--- src/rtl/fetch_pkg.sv ---
// Shared types for the fetch/decode decoupling queue: the {pc, insn} entry
// payload, the decode bubble instruction and a pointer-width helper.
package fetch_pkg;

    localparam int unsigned FETCH_AWIDTH = 32;
    localparam int unsigned FETCH_DWIDTH = 32;

    // addi x0, x0, 0 -- injected by decode when no instruction is available
    localparam logic [31:0] NOP_INSN = 32'h0000_0013;

    typedef struct packed {
        logic [FETCH_AWIDTH-1:0] pc;
        logic [FETCH_DWIDTH-1:0] insn;
    } fetch_entry_t;

    function automatic int unsigned ptr_width(input int unsigned depth);
        return (depth > 1) ? $clog2(depth) : 1;
    endfunction

endpackage

--- src/rtl/fetch_buf_mem.sv ---
// Entry storage for fetch_buffer: DEPTH x fetch_entry_t, synchronous write,
// combinational read. Contents are not reset.
module fetch_buf_mem
    import fetch_pkg::*;
#(
    parameter  int unsigned DEPTH = 4,
    localparam int unsigned PW    = ptr_width(DEPTH)
) (
    input  logic          clk,
    input  logic          i_we,
    input  logic [PW-1:0] i_waddr,
    input  fetch_entry_t  i_wdata,
    input  logic [PW-1:0] i_raddr,
    output fetch_entry_t  o_rdata
);

    fetch_entry_t r_mem [DEPTH];

    always_ff @(posedge clk) begin
        if (i_we) begin
            r_mem[i_waddr] <= i_wdata;
        end
    end

    assign o_rdata = r_mem[i_raddr];

endmodule

--- src/rtl/fetch_buffer.sv ---
// Fetch-to-decode decoupling queue of {pc, insn} pairs with single-cycle flush.
// Define FETCH_BUF_BYPASS_EN for a 0-cycle empty-buffer pass-through path.
module fetch_buffer
    import fetch_pkg::*;
#(
    parameter int unsigned DWIDTH = FETCH_DWIDTH,
    parameter int unsigned AWIDTH = FETCH_AWIDTH,
    parameter int unsigned DEPTH  = 4
) (
    input  logic                   clk,
    input  logic                   rst,
    input  logic                   in_valid_i,
    output logic                   in_ready_o,
    input  logic [AWIDTH-1:0]      in_pc_i,
    input  logic [DWIDTH-1:0]      in_insn_i,
    input  logic                   flush_i,
    output logic                   out_valid_o,
    input  logic                   out_ready_i,
    output logic [AWIDTH-1:0]      out_pc_o,
    output logic [DWIDTH-1:0]      out_insn_o,
    output logic [$clog2(DEPTH):0] count_o
);

    localparam int unsigned PW = ptr_width(DEPTH);
    localparam int unsigned CW = $clog2(DEPTH) + 1;

    logic [PW-1:0] r_rd_ptr;
    logic [PW-1:0] r_wr_ptr;
    logic [CW-1:0] r_count;

    logic         w_full;
    logic         w_empty;
    logic         w_bypass;
    logic         w_stored_valid;
    logic         w_enq;
    logic         w_deq;
    fetch_entry_t w_wdata;
    fetch_entry_t w_head;

    assign w_full  = (r_count == CW'(DEPTH));
    assign w_empty = (r_count == '0);

`ifdef FETCH_BUF_BYPASS_EN
    // Empty buffer with both sides ready: hand the fetch pair straight to decode
    assign w_bypass = w_empty & in_valid_i & out_ready_i & ~flush_i;
`else
    assign w_bypass = 1'b0;
`endif

    // Readiness depends only on occupancy (and flush) so fetch never waits on decode
    assign in_ready_o     = ~w_full | flush_i;
    assign w_stored_valid = ~w_empty & ~flush_i;
    assign out_valid_o    = w_stored_valid | w_bypass;

    assign w_enq = in_valid_i & ~w_full & ~flush_i & ~w_bypass;
    assign w_deq = w_stored_valid & out_ready_i;

    assign count_o = r_count;

    always_comb begin
        w_wdata      = '0;
        w_wdata.pc   = FETCH_AWIDTH'(in_pc_i);
        w_wdata.insn = FETCH_DWIDTH'(in_insn_i);
    end

    // Head presentation: bypass data, stored head, or zeros when nothing valid
    always_comb begin
        out_pc_o   = '0;
        out_insn_o = '0;
        if (w_bypass) begin
            out_pc_o   = in_pc_i;
            out_insn_o = in_insn_i;
        end else if (w_stored_valid) begin
            out_pc_o   = AWIDTH'(w_head.pc);
            out_insn_o = DWIDTH'(w_head.insn);
        end
    end

    always_ff @(posedge clk or posedge rst) begin
        if (rst) begin
            r_rd_ptr <= '0;
            r_wr_ptr <= '0;
            r_count  <= '0;
        end else if (flush_i) begin
            r_rd_ptr <= '0;
            r_wr_ptr <= '0;
            r_count  <= '0;
        end else begin
            if (w_enq) begin
                r_wr_ptr <= r_wr_ptr + PW'(1);
            end
            if (w_deq) begin
                r_rd_ptr <= r_rd_ptr + PW'(1);
            end
            case ({w_enq, w_deq})
                2'b10:   r_count <= r_count + CW'(1);
                2'b01:   r_count <= r_count - CW'(1);
                default: r_count <= r_count;
            endcase
        end
    end

    fetch_buf_mem #(
        .DEPTH (DEPTH)
    ) u_mem (
        .clk     (clk),
        .i_we    (w_enq),
        .i_waddr (r_wr_ptr),
        .i_wdata (w_wdata),
        .i_raddr (r_rd_ptr),
        .o_rdata (w_head)
    );

endmodule

--- config.mk ---
export PLATFORM = sky130hd
export DESIGN_NAME = fetch_buffer
export DESIGN_NICKNAME = d
export VERILOG_FILES = /design/src/rtl/fetch_pkg.sv /design/src/rtl/fetch_buf_mem.sv /design/src/rtl/fetch_buffer.sv
export SDC_FILE = /design/constraint.sdc
export NUM_CORES = 1
export LEC_CHECK = 0
export BUFFER_PORTS_ARGS = -buffer_cell sky130_fd_sc_hd__buf_2
export CORE_ASPECT_RATIO = 0.6
export CORE_UTILIZATION = 57
export DETAILED_ROUTE_END_ITERATION = 6
export PLACE_DENSITY = 0.9
export SETUP_SLACK_MARGIN = 0.15
export SLEW_MARGIN = 10
export SYNTH_ARGS = -nofsm -noshare
export SYNTH_HDL_FRONTEND = slang
export SYNTH_SLANG_ARGS = --single-unit
--- constraint.sdc ---
create_clock -name clk -period 8.6 [get_ports clk]
set_input_delay 0.43 -clock clk [delete_from_list [all_inputs] [get_ports clk]]
set_output_delay 0.43 -clock clk [all_outputs]
set_load 0.02 [all_outputs]
==> impl_metrics.xml, run 1 <==
<?xml version="1.0" encoding="UTF-8"?>
<metrics>
  <group name="min_path">
    <metric name="hold_path.startpoint" unit="">in_pc_i[15]</metric>
    <metric name="timing.hold.worst_endpoint" unit="">u_mem.r_mem[3][47]</metric>
    <metric name="worstHoldPathType" unit="">in -&gt; reg</metric>
    <metric name="worst_hold_path.num_cells" unit="">1</metric>
  </group>
  <group name="synth">
    <metric name="synth_async_sr_flop_share" unit="%">2.662</metric>
    <metric name="number_of_flops_mapped_to_enable_cells_by_yosys" unit="">256</metric>
    <metric name="netlist.area_leader.share" unit="%">75.08</metric>
    <metric name="synthesis.area" unit="mm2">0.01024</metric>
    <metric name="synth_commonest_cells" unit="">sky130_fd_sc_hd__edfxtp_1, sky130_fd_sc_hd__and2_1, sky130_fd_sc_hd__mux4_2, sky130_fd_sc_hd__clkbuf_1, sky130_fd_sc_hd__buf_2</metric>
    <metric name="synth_sequential_area_ratio" unit="%">76.79</metric>
    <metric name="synth_most_common_cell" unit="">sky130_fd_sc_hd__edfxtp_1</metric>
    <metric name="cells_after_synthesis" unit="">473</metric>
    <metric name="main_area_contributors_after_synthesis" unit="">sky130_fd_sc_hd__edfxtp_1, sky130_fd_sc_hd__mux4_2, sky130_fd_sc_hd__and2_1, sky130_fd_sc_hd__dfrtp_1, sky130_fd_sc_hd__buf_6</metric>
    <metric name="synth.ff_latch_count" unit="">263</metric>
    <metric name="synth_top_area_cell" unit="">sky130_fd_sc_hd__edfxtp_1</metric>
    <metric name="postSynthNetCount" unit="">547</metric>
    <metric name="most_instantiated_flip_flop_cell_in_the_synthesis_netlist" unit="">sky130_fd_sc_hd__edfxtp_1</metric>
    <metric name="mean_cell_area_of_the_mapped_netlist" unit="um2">21.65</metric>
    <metric name="yosys_warnings" unit="">0</metric>
    <metric name="synth.lib_cells_used.distinct" unit="">35</metric>
  </group>
  <group name="placement">
    <metric name="dpl.hpwl" unit="mm">11.19</metric>
    <metric name="dpl_worst_slack" unit="ns">5.609</metric>
    <metric name="final_gp_congestion" unit="">0.7394</metric>
    <metric name="port_buffers" unit="">137</metric>
  </group>
  <group name="clocking">
    <metric name="path_clk_slew" unit="ns">0.07</metric>
    <metric name="cts_inserted_buffers" unit="">23</metric>
    <metric name="tritoncts_num_sinks" unit="">263</metric>
    <metric name="clk_path_buf_depth" unit="">3</metric>
    <metric name="clock_tree.root_cell" unit="">sky130_fd_sc_hd__clkbuf_16</metric>
    <metric name="cts.repair.resized" unit="">0</metric>
    <metric name="worstSkewPairLatency" unit="ns">0.50</metric>
    <metric name="clock_tree_from_tritoncts" unit="">built</metric>
    <metric name="htreeDepth" unit="">1</metric>
  </group>
  <group name="sta">
    <metric name="achievable-frequency" unit="MHz">292.0</metric>
    <metric name="rsz0062_at_grt" unit="">no</metric>
    <metric name="min_period_over_period" unit="%">39.82</metric>
    <metric name="min_period" unit="ns">3.425</metric>
    <metric name="worst_clock_skew" unit="ns">0.01042</metric>
    <metric name="fin_tns_setup" unit="ns">0</metric>
    <metric name="finalWorstSetupSlack" unit="ns">5.175</metric>
    <metric name="slew-limit-headroom" unit="%">29.44</metric>
    <metric name="final_max_slew_viol_count" unit="">0</metric>
    <metric name="hold_viol_final" unit="">0</metric>
    <metric name="setup_violations" unit="">0</metric>
    <metric name="tightestPinTransition" unit="ns">1.058</metric>
  </group>
  <group name="global_routing">
    <metric name="gr-total-overflow" unit="">0</metric>
    <metric name="antenna_found_initial" unit="">2</metric>
    <metric name="grt_start_max_net_pins" unit="">67</metric>
    <metric name="number_of_global_route_vias_before_repair" unit="">5190</metric>
    <metric name="grt_resource_usage_total" unit="%">21.08</metric>
    <metric name="wire_length_of_the_first_global_routing_pass" unit="mm">29.26</metric>
  </group>
  <group name="detailed_routing">
    <metric name="num_vias" unit="">5046</metric>
    <metric name="dr.pass1.iters" unit="">4</metric>
    <metric name="drc" unit="">0</metric>
    <metric name="met3_wirelength" unit="mm">1.349</metric>
    <metric name="met2RoutedLength" unit="mm">9.044</metric>
    <metric name="topRoutingLayerUsed" unit="">met5</metric>
    <metric name="average_detailed_routed_wire_length_per_instance" unit="um">21.79</metric>
    <metric name="drt_iter0_markers" unit="">438</metric>
    <metric name="totalWireLength" unit="mm">18.89</metric>
    <metric name="route.antenna.remaining_nets" unit="">0</metric>
    <metric name="via_per_inst" unit="">5.820</metric>
    <metric name="route.layer.met1.wl" unit="mm">8.131</metric>
  </group>
  <group name="critical_path">
    <metric name="critical_path.reg2reg.endpoint" unit="">count_o[1]</metric>
    <metric name="critPathLaunch" unit="">r_rd_ptr[0]</metric>
    <metric name="critPathKind" unit="">reg -&gt; out</metric>
    <metric name="cp.arrival" unit="ns">2.99</metric>
    <metric name="worst-r2r-cell-count" unit="">7</metric>
    <metric name="crit_path_max_fanout" unit="">53</metric>
    <metric name="critPathCaptureType" unit="">output port</metric>
    <metric name="crit_required" unit="ns">8.17</metric>
    <metric name="reg2reg_slack" unit="ns">6.08</metric>
    <metric name="rr_startpoint" unit="">count_o[0]</metric>
    <metric name="start_kind" unit="">flip-flop</metric>
  </group>
  <group name="floorplanning">
    <metric name="floorplan.io_pins" unit="">138</metric>
    <metric name="floorplan.initialDensity" unit="%">58.98</metric>
    <metric name="floorplan.core_area" unit="mm2">0.01736</metric>
    <metric name="horizontal_extent_of_the_die" unit="um">175.0</metric>
    <metric name="die-area" unit="mm2">0.01852</metric>
    <metric name="rows" unit="">37</metric>
    <metric name="fp.dieH" unit="um">105.8</metric>
  </group>
  <group name="final_layout">
    <metric name="final_net_count" unit="">692</metric>
    <metric name="post_route_cells_drive_above_1_share" unit="%">39.97</metric>
    <metric name="area_growth" unit="%">15.83</metric>
    <metric name="num_antenna_cells" unit="">0</metric>
    <metric name="fillers" unit="">1125</metric>
  </group>
  <group name="pwr">
    <metric name="pwr_density_cell" unit="mW/mm2">230.2</metric>
    <metric name="worst_ir_drop_vdd" unit="mV">0.1760</metric>
    <metric name="power_leakage" unit="nW">4.102</metric>
  </group>
  <group name="status">
    <metric name="status" unit="">finished clean</metric>
  </group>
  <group name="job">
    <metric name="drv.max_cap_violation_count" unit="">0</metric>
  </group>
</metrics>
placed cells by master, fill, tap and decap left out, drive strengths merged, types with 2 or more instances in the layout:
cell type,Yosys,routed
a21oi,3,3
and2,65,65
buf,17,146
clkbuf,10,28
clkinv,0,9
clkinvlp,0,2
dfrtp,7,7
edfxtp,256,256
ha,4,4
inv,6,6
mux4,64,64
nand2b,2,2
nand3,4,4
nor2,5,5
nor3b,6,6
o21ai,3,3
o22ai,2,2
or3b,2,2
xor2,2,2
worst max-delay path: stages, from the launching register on:
cell                      delay, ns
sky130_fd_sc_hd__dfrtp_4       0.59
sky130_fd_sc_hd__buf_4         0.84
sky130_fd_sc_hd__mux4_2        0.60
sky130_fd_sc_hd__and2_1        0.22
sky130_fd_sc_hd__buf_2         0.18
flip-flops by register name, summed over array words and instances (netlist names):
signal	cells
r_rd_ptr	2
r_wr_ptr	2
count_o	3
u_mem.r_mem	256
worst max path at each step:
stage	to	slack, ns	cells past startpoint
floorplan	u_mem.r_mem[0][0]	2.37	4
global placement	out_pc_o[1]	5.66	4
detailed placement	out_pc_o[1]	5.61	4
CTS	out_pc_o[1]	5.06	4
global route	out_pc_o[22]	4.92	4
finish	out_pc_o[1]	5.18	4
through the flow:
step                      power [mW]  cells  util (%)  hold slack [ns]  instance area (um2)
final                          2.730    867     68.31           0.1363                11860
after global routing           2.828    867     68.31           0.1246                11860
after CTS                      2.756    867     68.31           0.1214                11860
after detailed placement       1.812    826     64.30           0.3728                11160
after global placement         1.797    826     64.30           0.3735                11160
after floorplan                1.718    473         -           0.2334                10240
cell type report:
class | count | area [um2] | area share (%)
Sequential cell | 263 | 7868 | 66.34
Multi-Input combinational cell | 177 | 2227 | 18.78
Timing Repair Buffer | 147 | 763.2 | 6.436
Clock buffer | 28 | 594.3 | 5.012
Tap cell | 234 | 292.8 | 2.469
Clock inverter | 12 | 91.34 | 0.7702
Inverter | 6 | 22.52 | 0.1899
metal layers:
layer	global-route usage, %	vias to the layer above
met2	33.13	199
li1	-	2205
met5	0	-
met4	4.410	4
met3	4.834	36
met1	30.78	2602
report_power, final:
part           internal, mW  switching, mW  total (mW)  leakage, nW
clock                 0.523          0.427       0.950        0.334
combinational         0.139          0.169       0.309         1.35
sequential             1.45         0.0231        1.47         2.42
total                  2.11          0.620        2.73         4.10
logic make-up after synthesis:
family                   count (synthesis)  synth area share, %
adder cells (fa/ha/maj)                  5               0.6844
AND/OR/NAND/NOR                         88                5.304
flip-flops                             263                76.79
AO/OA/AOI/OAI                           16                1.051
XOR/XNOR                                 3               0.2567
multiplexers                            65                14.19
buffers and inverters                   33                1.723
repair_timing:
item                      4_1_cts  5_1_grt
hold buffers                    1        0
setup buffers                   0        0
hold endpoints to repair        7        0
No activity file was read; power rests on OpenSTA's default activity.
==> run 2, diff against run 1 <==
CORE_UTILIZATION = 52   (was 57)
PLACE_DENSITY = 0.87   (was 0.9)
clock period = 3.1 ns   (was 8.6 ns; I/O delays follow)
==> run 2 against run 1 <==
- first-iteration DRC count is 13% lower
- critical path type unchanged
- total power grew to 2.8 times the previous value
- largest cell class unchanged
- largest power group unchanged
- clock power grew to 2.9 times the previous value
==> impl_metrics.xml, run 2 (same netlist as run 1, synthesis figures left out) <==
<?xml version="1.0" encoding="UTF-8"?>
<metrics>
  <group name="min_path">
    <metric name="worst_hold_path.num_cells" unit="">2</metric>
    <metric name="timing.hold.worst_endpoint" unit="">r_rd_ptr[1]</metric>
    <metric name="worstHoldPathType" unit="">in -&gt; reg</metric>
    <metric name="hold_path.startpoint" unit="">flush_i</metric>
  </group>
  <group name="floorplanning">
    <metric name="horizontal_extent_of_the_die" unit="um">183.2</metric>
    <metric name="fp.dieH" unit="um">110.7</metric>
    <metric name="rows" unit="">39</metric>
    <metric name="die-area" unit="mm2">0.02027</metric>
    <metric name="floorplan.initialDensity" unit="%">53.53</metric>
    <metric name="floorplan.core_area" unit="mm2">0.01913</metric>
    <metric name="floorplan.io_pins" unit="">138</metric>
  </group>
  <group name="sta">
    <metric name="final.hold.worst_slack" unit="ns">0.06869</metric>
    <metric name="hold_viol_final" unit="">0</metric>
    <metric name="slew-limit-headroom" unit="%">56.56</metric>
    <metric name="min_period" unit="ns">2.679</metric>
    <metric name="fin_tns_setup" unit="ns">0</metric>
    <metric name="tightestPinTransition" unit="ns">0.6516</metric>
    <metric name="setup_violations" unit="">0</metric>
    <metric name="final_max_slew_viol_count" unit="">0</metric>
    <metric name="achievable-frequency" unit="MHz">373.3</metric>
    <metric name="worst_clock_skew" unit="ns">0.01048</metric>
    <metric name="rsz0062_at_grt" unit="">no</metric>
    <metric name="min_period_over_period" unit="%">86.41</metric>
  </group>
  <group name="critical_path">
    <metric name="reg2reg_slack" unit="ns">0.79</metric>
    <metric name="critPathCaptureType" unit="">output port</metric>
    <metric name="worst-r2r-cell-count" unit="">6</metric>
    <metric name="critPathKind" unit="">reg -&gt; out</metric>
    <metric name="crit_path_max_fanout" unit="">29</metric>
    <metric name="critPathLaunch" unit="">r_rd_ptr[0]</metric>
    <metric name="critical_path.reg2reg.endpoint" unit="">count_o[1]</metric>
    <metric name="start_kind" unit="">flip-flop</metric>
    <metric name="cp.arrival" unit="ns">2.52</metric>
    <metric name="rr_startpoint" unit="">count_o[2]</metric>
    <metric name="crit_required" unit="ns">2.94</metric>
  </group>
  <group name="global_routing">
    <metric name="number_of_global_route_vias_before_repair" unit="">5531</metric>
    <metric name="antenna_found_initial" unit="">0</metric>
    <metric name="grt_start_max_net_pins" unit="">66</metric>
    <metric name="wire_length_of_the_first_global_routing_pass" unit="mm">30.20</metric>
    <metric name="gr-total-overflow" unit="">0</metric>
    <metric name="grt_resource_usage_total" unit="%">19.76</metric>
  </group>
  <group name="status">
    <metric name="status" unit="">finished clean</metric>
  </group>
  <group name="final_layout">
    <metric name="seq_area" unit="mm2">0.007869</metric>
    <metric name="area_used_by_multi_input_combinational_logic" unit="mm2">0.002260</metric>
    <metric name="mostFrequentLayoutCells" unit="">sky130_fd_sc_hd__edfxtp_1, sky130_fd_sc_hd__buf_2, sky130_fd_sc_hd__and2_1, sky130_fd_sc_hd__dlygate4sd3_1, sky130_fd_sc_hd__mux4_2</metric>
    <metric name="flip_flop_count_of_the_largest_register_all_copies_and_words_added" unit="">256</metric>
    <metric name="final_net_count" unit="">756</metric>
    <metric name="post_route_cells_drive_above_1_share" unit="%">36.12</metric>
    <metric name="biggest_register" unit="">u_mem.r_mem</metric>
    <metric name="num_antenna_cells" unit="">0</metric>
    <metric name="area_growth" unit="%">23.76</metric>
    <metric name="mostFrequentLayoutCell" unit="">sky130_fd_sc_hd__edfxtp_1</metric>
    <metric name="fillers" unit="">1250</metric>
  </group>
  <group name="placement">
    <metric name="dpl.hpwl" unit="mm">10.62</metric>
    <metric name="final_gp_congestion" unit="">0.7740</metric>
    <metric name="port_buffers" unit="">137</metric>
  </group>
  <group name="pwr">
    <metric name="power_leakage" unit="nW">4.406</metric>
    <metric name="pwr_density_cell" unit="mW/mm2">611.8</metric>
    <metric name="worst_ir_drop_vdd" unit="mV">0.5237</metric>
  </group>
  <group name="clocking">
    <metric name="clk_path_buf_depth" unit="">3</metric>
    <metric name="clock_tree.root_cell" unit="">sky130_fd_sc_hd__clkbuf_16</metric>
    <metric name="cts_inserted_buffers" unit="">23</metric>
    <metric name="clock_tree_from_tritoncts" unit="">built</metric>
    <metric name="cts_post_setup_buffers_inserted" unit="">0</metric>
    <metric name="tritoncts_num_sinks" unit="">263</metric>
    <metric name="htreeDepth" unit="">1</metric>
    <metric name="path_clk_slew" unit="ns">0.07</metric>
    <metric name="worstSkewPairLatency" unit="ns">0.50</metric>
  </group>
  <group name="detailed_routing">
    <metric name="dr.pass1.iters" unit="">5</metric>
    <metric name="totalWireLength" unit="mm">19.67</metric>
    <metric name="average_detailed_routed_wire_length_per_instance" unit="um">20.47</metric>
    <metric name="drc" unit="">0</metric>
    <metric name="route.antenna.remaining_nets" unit="">0</metric>
    <metric name="via_per_inst" unit="">5.530</metric>
    <metric name="num_vias" unit="">5314</metric>
    <metric name="drt_iter0_markers" unit="">380</metric>
  </group>
  <group name="job">
    <metric name="drv.max_cap_violation_count" unit="">0</metric>
  </group>
</metrics>
-- run 2: changes by cell type in the layout (fill, tap and decap cells not counted), sizes merged --
cell / delta
clkinv: -3
dlygate4sd3: +64
clkbuf: +1
bufinv: +1
clkinvlp: -1
-- run 2: power breakdown --
group          internal [mW]  switching [mW]  leakage (nW)
Sequential              4.02          0.0797          2.41
Combinational          0.466           0.480          1.66
Clock                   1.53            1.18         0.336
-- run 2: layout make-up --
class	instances	area share [%]
Multi-Input combinational cell	177	17.83
Sequential cell	263	62.10
Inverter	6	0.1777
Clock buffer	29	4.720
Clock inverter	9	0.7702
Timing Repair Buffer	211	11.77
Tap cell	266	2.627
-- run 2: metrics by stage --
stage / cells / cell area [um2] / power [mW] / setup slack (ns) / util (%)
CTS: 961 / 12670 / 7.809 / 0.3371 / 66.24
global placement: 858 / 11320 / 5.018 / 0.9456 / 59.20
detailed placement: 858 / 11320 / 5.058 / 0.8149 / 59.20
finish: 961 / 12670 / 7.752 / 0.4214 / 66.24
global route: 961 / 12670 / 7.999 / 0.2695 / 66.24
floorplan: 473 / 10300 / 4.766 / 0.1551 / -
-- run 2: how the worst max path moves through the flow --
stage	to	slack [ns]	cells after the start
6_report	out_pc_o[4]	0.42	4
5_1_grt	out_insn_o[28]	0.27	4
4_1_cts	out_insn_o[7]	0.34	4
3_5_place_dp	count_o[1]	0.81	6
3_3_place_gp	out_insn_o[29]	0.95	4
2_1_floorplan	u_mem.r_mem[0][0]	0.16	4
-- run 2: what timing repair did --
action,in CTS,in global routing
hold endpoints to repair,263,0
hold buffers,65,0
resized for setup,0,0
-- run 2: layer usage --
metal	vias to the layer above	routed length, um	track usage (%)
li1	2326	-	-
met1	2745	8199	26.37
met2	209	9765	33.54
met3	34	1335	4.501
met4	0	370	4.333
met5	-	0	0
-- run 2: worst max-delay path, cell delays in order (launching register included) --
cell and delay, ns:
sky130_fd_sc_hd__dfrtp_4 0.82, sky130_fd_sc_hd__buf_4 0.32, sky130_fd_sc_hd__mux4_2 0.53, sky130_fd_sc_hd__and2_1 0.17, sky130_fd_sc_hd__buf_2 0.16
